--- config.mk ---
export PLATFORM = sky130hd
export DESIGN_NAME = spi_slave_rx
export DESIGN_NICKNAME = d
export VERILOG_FILES = /design/src/rtl/spi_slave_rx.sv
export SDC_FILE = /design/constraint.sdc
export NUM_CORES = 1
export LEC_CHECK = 0
export ABC_AREA = 1
export CAP_MARGIN = 20
export CORE_UTILIZATION = 53
export DETAILED_ROUTE_END_ITERATION = 8
export PLACE_DENSITY_LB_ADDON = 0.25
export REMOVE_ABC_BUFFERS = 1
export SYNTH_ARGS = -nofsm -noshare
export SYNTH_HDL_FRONTEND = slang
export SYNTH_SLANG_ARGS = --single-unit
--- constraint.sdc ---
create_clock -name clk -period 1.9 [get_ports clk]
set_input_delay 0.285 -clock clk [delete_from_list [all_inputs] [get_ports clk]]
set_output_delay 0.285 -clock clk [all_outputs]
set_load 0.1 [all_outputs]
--- src/rtl/spi_slave_rx.sv ---
// Receive endpoint for the 3-wire SPI link: oversamples CS/SCLK/DATA with clk,
// deserialises MSB-first frames and hands each word over under a valid/ack handshake.
module spi_slave_rx #(
  parameter int DATA_WIDTH  = 16,
  parameter int SYNC_STAGES = 2,
  localparam int CW = $clog2(DATA_WIDTH + 1)
) (
  input  logic                  clk,
  input  logic                  reset,
  input  logic                  spi_CS,
  input  logic                  spi_sclk,
  input  logic                  spiData,
  input  logic                  dataAck,
  output logic [DATA_WIDTH-1:0] dataOut,
  output logic                  dataValid,
  output logic                  overrun,
  output logic                  frameErr,
  output logic [CW-1:0]         counter
);

  typedef enum logic [1:0] {
    IDLE    = 2'd0,
    SHIFT   = 2'd1,
    WAIT_CS = 2'd2
  } state_t;

  logic [SYNC_STAGES-1:0] cs_sync_reg;
  logic [SYNC_STAGES-1:0] sclk_sync_reg;
  logic [SYNC_STAGES-1:0] data_sync_reg;
  logic [SYNC_STAGES-1:0] prime_reg;
  logic                   cs_prev_reg;
  logic                   sclk_prev_reg;

  logic cs_synced;
  logic sclk_synced;
  logic data_synced;
  logic cs_fall;
  logic cs_rise;
  logic sclk_rise;
  logic cs_from_pin;

  state_t                state_reg, state_next;
  logic [DATA_WIDTH-1:0] shift_reg, shift_next;
  logic [DATA_WIDTH-1:0] dout_reg, dout_next;
  logic [CW-1:0]         count_reg, count_next;
  logic                  valid_reg, valid_next;
  logic                  overrun_reg, overrun_next;
  logic                  ferr_reg, ferr_next;
  logic                  armed_reg, armed_next;
  logic [DATA_WIDTH-1:0] shifted;

  // Synchroniser chains; CS idles high so its stages come out of reset at 1.
  always_ff @(posedge clk or posedge reset) begin
    if (reset) begin
      cs_sync_reg   <= '1;
      sclk_sync_reg <= '0;
      data_sync_reg <= '0;
      prime_reg     <= '0;
      cs_prev_reg   <= 1'b1;
      sclk_prev_reg <= 1'b0;
    end else begin
      cs_sync_reg   <= {cs_sync_reg[SYNC_STAGES-2:0], spi_CS};
      sclk_sync_reg <= {sclk_sync_reg[SYNC_STAGES-2:0], spi_sclk};
      data_sync_reg <= {data_sync_reg[SYNC_STAGES-2:0], spiData};
      prime_reg     <= {prime_reg[SYNC_STAGES-2:0], 1'b1};
      cs_prev_reg   <= cs_synced;
      sclk_prev_reg <= sclk_synced;
    end
  end

  assign cs_synced   = cs_sync_reg[SYNC_STAGES-1];
  assign sclk_synced = sclk_sync_reg[SYNC_STAGES-1];
  assign data_synced = data_sync_reg[SYNC_STAGES-1];
  assign cs_fall     = cs_prev_reg & ~cs_synced;
  assign cs_rise     = ~cs_prev_reg & cs_synced;
  assign sclk_rise   = ~sclk_prev_reg & sclk_synced;
  // Once the chain has flushed its reset value, cs_synced reflects the real pin.
  assign cs_from_pin = prime_reg[SYNC_STAGES-1];
  assign shifted     = {shift_reg[DATA_WIDTH-2:0], data_synced};

  always_ff @(posedge clk or posedge reset) begin
    if (reset) begin
      state_reg   <= IDLE;
      shift_reg   <= '0;
      dout_reg    <= '0;
      count_reg   <= '0;
      valid_reg   <= 1'b0;
      overrun_reg <= 1'b0;
      ferr_reg    <= 1'b0;
      armed_reg   <= 1'b0;
    end else begin
      state_reg   <= state_next;
      shift_reg   <= shift_next;
      dout_reg    <= dout_next;
      count_reg   <= count_next;
      valid_reg   <= valid_next;
      overrun_reg <= overrun_next;
      ferr_reg    <= ferr_next;
      armed_reg   <= armed_next;
    end
  end

  always_comb begin
    state_next   = state_reg;
    shift_next   = shift_reg;
    dout_next    = dout_reg;
    count_next   = count_reg;
    valid_next   = valid_reg;
    overrun_next = 1'b0;
    ferr_next    = 1'b0;
    // A CS low at reset release must see a genuine high before a frame may start.
    armed_next   = armed_reg | (cs_from_pin & cs_synced);

    if (valid_reg && dataAck) begin
      valid_next = 1'b0;
    end

    case (state_reg)
      IDLE: begin
        if (cs_fall && armed_reg) begin
          shift_next = '0;
          count_next = '0;
          state_next = SHIFT;
        end
      end

      SHIFT: begin
        if (sclk_rise) begin
          shift_next = shifted;
          count_next = count_reg + CW'(1);
          if (count_reg == CW'(DATA_WIDTH - 1)) begin
            // Completed word overrides a same-cycle acknowledge.
            dout_next    = shifted;
            valid_next   = 1'b1;
            overrun_next = valid_reg & ~dataAck;
            state_next   = cs_rise ? IDLE : WAIT_CS;
          end else if (cs_rise) begin
            ferr_next  = 1'b1;
            state_next = IDLE;
          end
        end else if (cs_rise) begin
          ferr_next  = (count_reg != '0);
          state_next = IDLE;
        end
      end

      WAIT_CS: begin
        if (cs_rise) begin
          state_next = IDLE;
        end
      end

      default: begin
        state_next = IDLE;
      end
    endcase
  end

  assign dataOut   = dout_reg;
  assign dataValid = valid_reg;
  assign overrun   = overrun_reg;
  assign frameErr  = ferr_reg;
  assign counter   = count_reg;

endmodule

==> qor.yml <==
status: "finished, final reports clean"
synth_adder_area_share_pct: 1.80
antenna_found_initial: 0
cp_max_fo: 14
grt_pass1_wl_microns: 6290
port_buffers: 29
cp_slowest_stage_delay_ns: 0.51
synth_seq_area_share_pct: 62.6
layoutNonFillerInstCount: 279
synth_top_area_share_pct: 58.8
setup_viol: 0
clockBufferDepth: 2
hold_ws_ns: 0.312
drive_gt1_share_pct: 29.4
netlist.top_cell.by_area: "dfrtp_1"
cts-resized-gates: 0
grtUsageTotal_pct: 20.5
clockRootBuffer: "clkbuf_8"
grt_max_degree: 38
syn_to_final_growth_pct: 18.1
firstDrtPassIters: 5
synth_compound_gate_area_share_pct: 12.6
async_reset_ff_share_pct: 100
cts_sinks: 52
drc: 0
drv_cap: 0
fin_skew_ns: 0.00706
grt_pass1_vias: 1437
dp_cells: 271
start_util_pct: 56.1
ys_types: 25
htreeDepth: 2
hpwl_microns: 2480
die_h_microns: 64.7
powerDensity_nw_per_um2: 900
synth_area_per_cell_sq_um: 10.6
fmax_ghz: 0.589
rows: 22
cts.clk_slew.worst_paths_ns: 0.09
viasPerCell: 5.17
layout_worst_path_cycle_share_pct: 89.3
hold_buffers: 0
cts_tree: "built"
synth-edff-count: 0
p_leak_nw: 1.17
clk_latency_ns: 0.30
largest_reg_flops: 16
rrSetupSlack_ns: 0.20
criticalPathCategory: "reg2reg"
synth.most_common_cell: "nand2_1"
io-pin-count: 30
wl_per_cell_microns: 12.9
synth_top_family_by_area: "simple AND/OR/NAND/NOR gates"
setup_tns_ns: 0
synthSimpleGateAreaFrac_pct: 16.9
finalCriticalPeriod_ns: 1.70
endpoint_kind: "register"
die_w_microns: 64.7
numCtsBuffers: 5
grt_overflow: 0
crit_chain: "ha_1 -> nand2_1 -> nor2_1 -> ha_1 -> nand3_1 -> buf_4 -> nand2_1 -> o21ai_1"
peakVddDrop_mv: 0.596
final_nets: 239
final-hold-violation-count: 0
cp_top_family: "flip-flops"
power_mw: 2.22
synth_xor_area_share_pct: 0
synth_common_cells: "nand2_1, dfrtp_1, o21ai_1, o21ai_2, inv_1"
cts_setup_buffers: 0
ant_nets: 0
drv_slew: 0
drt_wl_total_microns: 3610
synthTopCellsByArea: "dfrtp_1, nand2_1, o21ai_2"
yosysWarnings: 0
critical_path_buf_inv_count: 1
critPathArrivalTime_ns: 1.87
gp_congestion: 0.727
synthesis.area_sq_um: 2090
critPathLaunchType: "register"
synth-seq-cells: 52
syn_inst: 197
min_path_type: "in2async"
core_sq_um: 3720
diodes: 0
muxShareOfSynthArea_pct: 0
worst_path_max_delay_cell: "dfrtp_1"
fp.dieArea_sq_um: 4190
drtIter0Drc: 104
synth_ff_type: "dfrtp_1"
rsz0062_at_grt: "no"
num_vias: 1443
required_ns: 2.08
-- per-stage QoR --
| step | utilization [%] | instance area [sq um] | setup WS (ns) |
|---|---|---|---|
| global placement | 63.6 | 2360 | 0.320 |
| global route | 66.3 | 2460 | 0.0407 |
| detailed placement | 63.6 | 2360 | 0.228 |
| floorplan | - | 2010 | -0.472 |
| CTS | 66.3 | 2460 | 0.199 |
| finish | 66.3 | 2460 | 0.203 |
-- worst reg2reg max path, delay by kind of cell, from the launching register on --
family                     cells  cell delay, ns
and+or+nand+nor                4            0.37
AOI/OAI and AO/OA              1            0.07
buffers and inverters          1            0.20
DFF                            1            0.51
adders and majority gates      2            0.42
-- cells by family after synthesis --
logic type      Yosys count
fa+ha+maj                 3
other cells               1
buf+inv                  21
simple gates             81
compound gates           39
flops                    52
-- where the power goes --
group | internal [mW] | switching, mW
Sequential | 1.15 | 0.0388
Combinational | 0.0971 | 0.263
Clock | 0.333 | 0.334
-- per-layer routing --
metal  share of wire (%)  vias up  global-route usage (%)  wire (microns)
li1                    -      692                       -               -
met1                  43      711                    24.0            1570
met2                  51       34                    34.1            1840
met3                 3.8        6                    6.87             137
met4                 1.8        0                    8.61              66
met5                   0        -                       0               0
-- worst paths after layout --
path,from,to,cells past startpoint
hold / removal,reset,state_reg[1],2
setup / recovery,counter[0],dataOut[8],8
max in group asynchronous,reset,dataOut[3],3
hold reg to reg,sclk_sync_reg[0],sclk_sync_reg[1],0
min in group clk,sclk_sync_reg[0],sclk_sync_reg[1],0
setup reg to reg,counter[0],dataOut[8],8
-- layout make-up --
type | instances | area (sq um)
multi-input combinational | 124 | 656
tap | 48 | 60.1
fill | 306 | 1250
inverter | 13 | 48.8
clock buffer | 8 | 100
sequential | 52 | 1310
timing repair buffer | 34 | 293
-- cells in the final DEF (no fill, tap or decap), types with 7 or more instances in the layout --
master,count
o21ai_1,18
nand2_1,57
o21ai_2,17
inv_1,11
buf_4,27
clkbuf_8,7
nand3_1,8
dfrtp_1,49
Power figures use the tool's default switching activity.
